## src/rtl/jtag_tap_ctrl_if.sv

```systemverilog
// Pad-side and decode-side signals of the JTAG TAP controller.
// The slave modport is the TAP controller's view; master is the environment driving the pads.
interface jtag_tap_ctrl_if #(
    parameter int INST_LENGTH = 4
);
    logic                   tms_pad_in;
    logic                   tdi_pad_in;
    logic                   next_tdo;
    logic                   tdo_pad_out;
    logic                   tdo_pad_oe;
    logic [INST_LENGTH-1:0] instruction;
    logic [3:0]             tap_state;
    logic                   test_logic_reset_o;
    logic                   capture_dr_o;
    logic                   shift_dr_o;
    logic                   update_dr_o;
    logic                   shift_ir_o;

    modport slave (
        input  tms_pad_in, tdi_pad_in, next_tdo,
        output tdo_pad_out, tdo_pad_oe, instruction, tap_state,
               test_logic_reset_o, capture_dr_o, shift_dr_o, update_dr_o, shift_ir_o
    );

    modport master (
        output tms_pad_in, tdi_pad_in, next_tdo,
        input  tdo_pad_out, tdo_pad_oe, instruction, tap_state,
               test_logic_reset_o, capture_dr_o, shift_dr_o, update_dr_o, shift_ir_o
    );
endinterface

```

## src/rtl/jtag_tap_ctrl.sv

```systemverilog
// IEEE 1149.1 TAP state machine with instruction register, bypass register and
// registered TDO mux feeding the downstream instruction-decode stage.
module jtag_tap_ctrl #(
    parameter int                     INST_LENGTH = 4,
    parameter logic [INST_LENGTH-1:0] INST_RESET  = 4'b1111,
    parameter logic [INST_LENGTH-1:0] INST_RETURN = 4'b1101,
    parameter logic [INST_LENGTH-1:0] BYPASS      = 4'b1111
) (
    input  logic           clk,
    input  logic           reset,
    jtag_tap_ctrl_if.slave tap
);

    typedef enum logic [3:0] {
        TLR    = 4'hF,
        RTI    = 4'hC,
        SEL_DR = 4'h7,
        CAP_DR = 4'h6,
        SH_DR  = 4'h2,
        EX1_DR = 4'h1,
        PAU_DR = 4'h3,
        EX2_DR = 4'h0,
        UPD_DR = 4'h5,
        SEL_IR = 4'h4,
        CAP_IR = 4'hE,
        SH_IR  = 4'hA,
        EX1_IR = 4'h9,
        PAU_IR = 4'hB,
        EX2_IR = 4'h8,
        UPD_IR = 4'hD
    } tap_state_e;

    tap_state_e             state_q, state_d;
    logic [INST_LENGTH-1:0] ir_shift_q, ir_shift_d;
    logic [INST_LENGTH-1:0] instruction_q, instruction_d;
    logic                   bypass_q, bypass_d;
    logic                   tdo_q, tdo_d;
    logic                   tdo_oe_q, tdo_oe_d;

    always_ff @(posedge clk) begin
        if (reset) begin
            state_q       <= TLR;
            ir_shift_q    <= INST_RETURN;
            instruction_q <= INST_RESET;
            bypass_q      <= 1'b0;
            tdo_q         <= 1'b0;
            tdo_oe_q      <= 1'b0;
        end else begin
            state_q       <= state_d;
            ir_shift_q    <= ir_shift_d;
            instruction_q <= instruction_d;
            bypass_q      <= bypass_d;
            tdo_q         <= tdo_d;
            tdo_oe_q      <= tdo_oe_d;
        end
    end

    always_comb begin
        state_d = state_q;
        unique case (state_q)
            TLR:    state_d = tap.tms_pad_in ? TLR    : RTI;
            RTI:    state_d = tap.tms_pad_in ? SEL_DR : RTI;
            SEL_DR: state_d = tap.tms_pad_in ? SEL_IR : CAP_DR;
            CAP_DR: state_d = tap.tms_pad_in ? EX1_DR : SH_DR;
            SH_DR:  state_d = tap.tms_pad_in ? EX1_DR : SH_DR;
            EX1_DR: state_d = tap.tms_pad_in ? UPD_DR : PAU_DR;
            PAU_DR: state_d = tap.tms_pad_in ? EX2_DR : PAU_DR;
            EX2_DR: state_d = tap.tms_pad_in ? UPD_DR : SH_DR;
            UPD_DR: state_d = tap.tms_pad_in ? SEL_DR : RTI;
            SEL_IR: state_d = tap.tms_pad_in ? TLR    : CAP_IR;
            CAP_IR: state_d = tap.tms_pad_in ? EX1_IR : SH_IR;
            SH_IR:  state_d = tap.tms_pad_in ? EX1_IR : SH_IR;
            EX1_IR: state_d = tap.tms_pad_in ? UPD_IR : PAU_IR;
            PAU_IR: state_d = tap.tms_pad_in ? EX2_IR : PAU_IR;
            EX2_IR: state_d = tap.tms_pad_in ? UPD_IR : SH_IR;
            UPD_IR: state_d = tap.tms_pad_in ? SEL_DR : RTI;
            default: state_d = TLR;
        endcase
    end

    // Register datapath; TDO always presents the pre-shift bit of whichever chain is selected.
    always_comb begin
        ir_shift_d    = ir_shift_q;
        instruction_d = instruction_q;
        bypass_d      = bypass_q;
        tdo_d         = 1'b0;
        tdo_oe_d      = 1'b0;
        case (state_q)
            TLR: instruction_d = INST_RESET;
            CAP_IR: ir_shift_d = INST_RETURN;
            SH_IR: begin
                ir_shift_d = {tap.tdi_pad_in, ir_shift_q[INST_LENGTH-1:1]};
                tdo_d      = ir_shift_q[0];
                tdo_oe_d   = 1'b1;
            end
            UPD_IR: instruction_d = ir_shift_q;
            CAP_DR: bypass_d = 1'b0;
            SH_DR: begin
                bypass_d = tap.tdi_pad_in;
                tdo_d    = (instruction_q == BYPASS) ? bypass_q : tap.next_tdo;
                tdo_oe_d = 1'b1;
            end
            default: ;
        endcase
    end

    assign tap.tdo_pad_out        = tdo_q;
    assign tap.tdo_pad_oe         = tdo_oe_q;
    assign tap.instruction        = instruction_q;
    assign tap.tap_state          = state_q;
    assign tap.test_logic_reset_o = (state_q == TLR);
    assign tap.capture_dr_o       = (state_q == CAP_DR);
    assign tap.shift_dr_o         = (state_q == SH_DR);
    assign tap.update_dr_o        = (state_q == UPD_DR);
    assign tap.shift_ir_o         = (state_q == SH_IR);

endmodule

```

## src/flat_wrapper.sv

```systemverilog
// flat-port wrapper written by rule: the top's interface ports become plain ports
module jtag_tap_ctrl_flat 
#(
    parameter int                     INST_LENGTH = 4,
    parameter logic [INST_LENGTH-1:0] INST_RESET  = 4'b1111,
    parameter logic [INST_LENGTH-1:0] INST_RETURN = 4'b1101,
    parameter logic [INST_LENGTH-1:0] BYPASS      = 4'b1111
)
  (clk, reset, tap_tms_pad_in, tap_tdi_pad_in, tap_next_tdo, tap_tdo_pad_out, tap_tdo_pad_oe, tap_instruction, tap_tap_state, tap_test_logic_reset_o, tap_capture_dr_o, tap_shift_dr_o, tap_update_dr_o, tap_shift_ir_o);
  jtag_tap_ctrl_if #(.INST_LENGTH(INST_LENGTH)) tap_i ();
  input  logic clk;
  input  logic reset;
  input wire logic [$bits(tap_i.tms_pad_in)-1:0] tap_tms_pad_in;
  input wire logic [$bits(tap_i.tdi_pad_in)-1:0] tap_tdi_pad_in;
  input wire logic [$bits(tap_i.next_tdo)-1:0] tap_next_tdo;
  output wire logic [$bits(tap_i.tdo_pad_out)-1:0] tap_tdo_pad_out;
  output wire logic [$bits(tap_i.tdo_pad_oe)-1:0] tap_tdo_pad_oe;
  output wire logic [$bits(tap_i.instruction)-1:0] tap_instruction;
  output wire logic [$bits(tap_i.tap_state)-1:0] tap_tap_state;
  output wire logic [$bits(tap_i.test_logic_reset_o)-1:0] tap_test_logic_reset_o;
  output wire logic [$bits(tap_i.capture_dr_o)-1:0] tap_capture_dr_o;
  output wire logic [$bits(tap_i.shift_dr_o)-1:0] tap_shift_dr_o;
  output wire logic [$bits(tap_i.update_dr_o)-1:0] tap_update_dr_o;
  output wire logic [$bits(tap_i.shift_ir_o)-1:0] tap_shift_ir_o;
  assign tap_i.tms_pad_in = tap_tms_pad_in;
  assign tap_i.tdi_pad_in = tap_tdi_pad_in;
  assign tap_i.next_tdo = tap_next_tdo;
  assign tap_tdo_pad_out = tap_i.tdo_pad_out;
  assign tap_tdo_pad_oe = tap_i.tdo_pad_oe;
  assign tap_instruction = tap_i.instruction;
  assign tap_tap_state = tap_i.tap_state;
  assign tap_test_logic_reset_o = tap_i.test_logic_reset_o;
  assign tap_capture_dr_o = tap_i.capture_dr_o;
  assign tap_shift_dr_o = tap_i.shift_dr_o;
  assign tap_update_dr_o = tap_i.update_dr_o;
  assign tap_shift_ir_o = tap_i.shift_ir_o;
  jtag_tap_ctrl #(.INST_LENGTH(INST_LENGTH), .INST_RESET(INST_RESET), .INST_RETURN(INST_RETURN), .BYPASS(BYPASS)) u_core (.clk(clk), .reset(reset), .tap(tap_i));
endmodule
```

## config.mk

```make
export PLATFORM = sky130hd
export DESIGN_NAME = jtag_tap_ctrl_flat
export DESIGN_NICKNAME = d
export VERILOG_FILES = /design/src/rtl/jtag_tap_ctrl_if.sv /design/src/rtl/jtag_tap_ctrl.sv /design/src/flat_wrapper.sv
export SDC_FILE = /design/constraint.sdc
export NUM_CORES = 1
export LEC_CHECK = 0
export CAP_MARGIN = 15
export CORE_MARGIN = 2
export CORE_UTILIZATION = 40
export CTS_CLUSTER_DIAMETER = 120
export DETAILED_ROUTE_END_ITERATION = 10
export GPL_ROUTABILITY_DRIVEN = 1
export PLACE_DENSITY = 0.8
export SKIP_CTS_REPAIR_TIMING = 1
export SYNTH_ARGS = -nofsm -noshare
export SYNTH_HDL_FRONTEND = slang
export SYNTH_SLANG_ARGS = --single-unit
```

## constraint.sdc

```tcl
create_clock -name clk -period 1.15 [get_ports clk]
set_input_delay 0.2875 -clock clk [delete_from_list [all_inputs] [get_ports clk]]
set_output_delay 0.2875 -clock clk [all_outputs]
set_load 0.05 [all_outputs]
```

==> results of run 1 <==
[per-stage QoR]
stage | hold WS (ns) | power (W) | setup TNS (ns) | area [µm²] | setup slack, ns
2_1_floorplan | 0.381 | 0.000932 | -1.08 | 779 | -0.262
3_3_place_gp | 0.457 | 0.00117 | -2.51 | 1180 | -0.315
3_5_place_dp | 0.461 | 0.00118 | -3.08 | 1180 | -0.384
4_1_cts | 0.476 | 0.00147 | -2.13 | 1210 | -0.398
5_1_grt | 0.509 | 0.00159 | -2.87 | 1290 | -0.421
6_report | 0.478 | 0.00153 | -2.22 | 1290 | -0.370
[report_power, final]
part	internal (W)	switching, W	leakage (nW)	total [W]
Clock	0.000134	0.000157	0.0150	0.000291
Combinational	0.000326	0.000318	0.413	0.000644
Sequential	0.000550	0.0000434	0.121	0.000593
[metal layers]
layer | vias to the layer above | GRT usage | share of wire | wire [µm]
met5 | - | 0 | 0 | 0
met4 | 0 | 0.0686 | 0.056 | 105
met3 | 12 | 0.0278 | 0.064 | 119
met2 | 41 | 0.292 | 0.47 | 869
met1 | 344 | 0.204 | 0.41 | 770
li1 | 356 | - | - | -
[flip-flops by register name, summed over array words and instances (netlist names)]
name,flops
u_core.tap.tdo_pad_oe,1
u_core.tap.tdo_pad_out,1
u_core.bypass_q,1
u_core.tap.instruction,4
u_core.tap.tap_state,4
u_core.ir_shift_q,4
[cells in the mapped netlist]
cell type,count
nor4b_1,1
o21ai_0,3
nand2b_1,2
clkbuf_1,1
a211o_1,1
nand3b_1,3
nor3_1,8
nor2b_1,2
or2_2,1
and3_1,1
buf_4,2
mux2i_1,2
nand4_1,1
nand2_1,4
o21bai_1,7
buf_2,3
nor3b_2,1
a21bo_2,1
a221o_1,1
o21ba_2,1
nand3_1,4
dfxtp_1,15
nor2_1,10
and3b_2,1
and2_1,2
a21oi_1,4
[critical path: cells and delay by family, from the launching register on]
| family | cells | cell delay [ns] |
|---|---|---|
| AND/OR/NAND/NOR | 2 | 0.31 |
| flip-flops | 1 | 0.39 |
| buffers and inverters | 2 | 0.26 |
[worst paths after layout]
kind                             endpoint  slack, ns  cells past startpoint
setup / recovery           tap_shift_ir_o      -0.37                      4
hold reg to reg           u_core.bypass_q       0.48                      2
setup reg to reg  u_core.tap.tap_state[1]      -0.14                      6
hold / removal            u_core.bypass_q       0.48                      2
[area by class of cell]
cell class                 instances  area share
timing repair buffer              35       0.380
multi-input combinational         61       0.336
sequential                        15       0.248
clock buffer                       4      0.0203
tap                               17      0.0164
[cell families after synthesis]
kind of cell,count (synthesis),share of synthesized area
AND/OR/NAND/NOR,41,0.317
buffers and inverters,6,0.0480
AO/OA/AOI/OAI,18,0.180
multiplexers,2,0.0285
flip-flops,15,0.427
==> results_dict.tcl, run 1 <==
set metrics [dict create \
    vias 753 \
    viasPerCell 5.70 \
    cts_max_path_buffers 2 \
    setup_viol 12 \
    slew_viol_final 0 \
    finClkSkew_ns 0.00376 \
    port_buffers 19 \
    clockRootBuffer "clkbuf_4" \
    tightest_slew_ns 0.294 \
    critPathMaxFanout 4 \
    ir_drop_uv 690 \
    start_util 0.416 \
    numCtsBuffers 3 \
    final_common_cell "buf_12" \
    die_width_um 45.9 \
    multi_input_area_um2 434 \
    hold_violations 0 \
    instances_no_fill 132 \
    grt.total_usage 0.169 \
    synth_area_leader_cell "dfxtp_1" \
    layout-drive-gt1-share 0.504 \
    fin_crit_sh 1.32 \
    fmax_mhz 658 \
    area_growth_pct 84.0 \
    cap_viol_max_count 0 \
    ys.warnings.count 0 \
    final_cell_mix "buf_12 (16), buf_4 (10), nor2_1 (7), o21bai_1 (7), dfxtp_1 (7)" \
    overflow 0 \
    required_ns 0.86 \
    hpwl_um 1250 \
    rows 15 \
    first_global_vias 632 \
    nFillCells 102 \
    status "finished with violations" \
    hold_start "u_core.bypass_q" \
    leakagePower_nw 0.548 \
    clk_pin_slew_ns 0.09 \
    setup_ws_ns -0.370 \
    synth_nets 87 \
    rsz0062_at_grt "true" \
    startpoint "u_core.tap.tap_state[3]" \
    min_period_ns 1.52 \
    placed_cells 123 \
    area.sequential_um2 320 \
    dieArea_um2 2110 \
    p_per_area_nw_per_um2 1180 \
    clock_latency_ns 0.27 \
    drt-pass1-iter-count 5 \
    final_util 0.766 \
    slew_headroom 0.803 \
    nets 121 \
    crit_slowest_cell "dfxtp_4" \
    hold_class "flop to flop" \
    ys_types 26 \
    wl_per_cell_um 14.1 \
    tritoncts "built" \
    h-tree-depth 1 \
    synthTopCellsByArea "dfxtp_1 (43%), o21bai_1 (7.5%), nor3_1 (5.7%)" \
    core_area_um2 1690 \
    drt-initial-drc-count 36 \
    rr_startpoint "u_core.tap.tap_state[0]" \
    clock-sinks 15 \
    yosys.area.top_type_share 0.427 \
    path_cells "buf_4, nand3b_1, nor2_4, buf_12" \
    ys_ff_latch 15 \
    start_kind "flop" \
    ys_seq_area_frac 0.427 \
    worstPathArrival_ns 1.23 \
    ant_nets 0 \
    synthCells 82 \
    antenna_cells 0 \
    cpPeakStageDelay_ns 0.39 \
    grt_max_degree 12 \
    endpoint_kind "primary output" \
    gp_congestion 0.781 \
    avgSynthCellArea_um2 8.58 \
    io_pins 20 \
    violations "negative setup slack" \
    die_h_um 45.9 \
    antenna_found_initial 0 \
    grt_pass1_wl_um 2640 \
    drt-total-wl_um 1860 \
    worstSetupPathType "flop to primary output" \
    drc_errors 0 \
    syn_area_um2 703 \
]
Note: power is estimated with default switching activity, not from simulation.
==> inputs of run 2 (changes only) <==
--- a/config.mk
+++ b/config.mk
@@ -12,6 +12,7 @@
 export DETAILED_ROUTE_END_ITERATION = 10
 export GPL_ROUTABILITY_DRIVEN = 1
 export PLACE_DENSITY = 0.8
+export REMOVE_ABC_BUFFERS = 1
 export SKIP_CTS_REPAIR_TIMING = 1
 export SYNTH_ARGS = -nofsm -noshare
 export SYNTH_HDL_FRONTEND = slang
==> results_dict.tcl, run 2 (synthesis results as in run 1) <==
set metrics [dict create \
    drc_errors 0 \
    critPathBufInv 2 \
    finalInstanceArea_um2 1370 \
    worst_r2r_path_depth 5 \
    area_growth_pct 94.7 \
    clock_latency_ns 0.29 \
    p_per_area_nw_per_um2 1170 \
    cts_max_path_buffers 2 \
    clockRootBuffer "clkbuf_4" \
    placed_area_um2 1200 \
    clock-sinks 15 \
    numCtsBuffers 3 \
    hold_slack_ns 0.412 \
    cpPeakStageDelay_ns 0.43 \
    drt-pass1-iter-count 4 \
    hpwl_um 1580 \
    endpoint_kind "primary output" \
    antenna_cells 0 \
    critPathMaxFanout 9 \
    nets 130 \
    drt-total-wl_um 2330 \
    min_period_ns 1.59 \
    h-tree-depth 1 \
    setup_ws_ns -0.438 \
    gp_congestion 0.765 \
    hold_violations 0 \
    grt.total_usage 0.222 \
    layout-drive-gt1-share 0.581 \
    fin_crit_sh 1.38 \
    die_width_um 45.9 \
    clk_pin_slew_ns 0.10 \
    core_area_um2 1690 \
    slew_headroom 0.762 \
    violations "negative setup slack" \
    finalSetupTns_ns -2.72 \
    worstSetupPathType "flop to primary output" \
    drt-initial-drc-count 10 \
    final_cell_mix "buf_4 (19), buf_12 (15), o21bai_1 (7), dfxtp_1 (7), buf_6 (6)" \
    hold_class "primary input to flop" \
    cap_viol_max_count 0 \
    viasPerCell 5.50 \
    slew_viol_final 0 \
    crit_slowest_cell "dfxtp_4" \
    start_kind "flop" \
    finClkSkew_ns 0.00506 \
    place_ws_ns -0.253 \
    overflow 0 \
    antenna_found_initial 0 \
    worstPathArrival_ns 1.30 \
    grt_max_degree 10 \
    leakagePower_nw 0.590 \
    final_common_cell "buf_4" \
    tightest_slew_ns 0.357 \
    path_cells "nand2_1, nor3_4, buf_6, buf_12" \
    status "finished with violations" \
    wl_per_cell_um 16.5 \
    fmax_mhz 630 \
    first_global_vias 750 \
    ir_drop_uv 995 \
    rsz0062_at_grt "true" \
    holdPathStages 2 \
    crit_family "flip-flops" \
    start_util 0.416 \
    crit_cells 4 \
    port_buffers 19 \
    rows 15 \
    setup_viol 11 \
    die_h_um 45.9 \
    dieArea_um2 2110 \
    final_util 0.810 \
    io_pins 20 \
    vias 776 \
    tritoncts "built" \
    required_ns 0.86 \
    nFillCells 97 \
    ant_nets 0 \
    grt_pass1_wl_um 3310 \
]
-- run 2: cell type report --
cell class	instances	area (µm²)	area share
clock buffer	3	22.5	0.0165
clock inverter	1	5.00	0.00366
multi-input combinational	61	447	0.326
sequential	15	320	0.234
tap	17	21.3	0.0155
timing repair buffer	44	553	0.404
-- run 2: power by group --
part           switching (W)  leakage, nW  internal, W
sequential         0.0000424        0.121     0.000547
clock               0.000184       0.0177     0.000129
combinational       0.000340        0.451     0.000361
-- run 2: per-layer routing --
layer,track usage,part of all wire,vias up
met5,0,0,-
met4,0.0857,0.037,0
met3,0.0397,0.025,8
met2,0.408,0.57,21
met1,0.248,0.37,376
li1,-,-,371
-- run 2: through the flow --
step	total power (W)	std cells
2_1_floorplan	0.000853	76
3_3_place_gp	0.00118	135
3_5_place_dp	0.00120	135
4_1_cts	0.00150	139
5_1_grt	0.00167	141
6_report	0.00160	141
-- run 2: final timing paths --
path	from	end	slack (ns)
worst max-delay path	u_core.tap.tap_state[0]	tap_update_dr_o	-0.44
worst min-delay path	reset	u_core.bypass_q	0.41
worst max register to register	u_core.tap.tap_state[3]	u_core.tap.tap_state[1]	-0.05
worst min register to register	u_core.bypass_q	u_core.bypass_q	0.49
-- run 2: worst register-to-register path: stages (launching register included) --
cell	delay (ns)
dfxtp_4	0.40
buf_4	0.13
buf_4	0.12
a21bo_2	0.13
a21oi_1	0.06
a211o_1	0.26
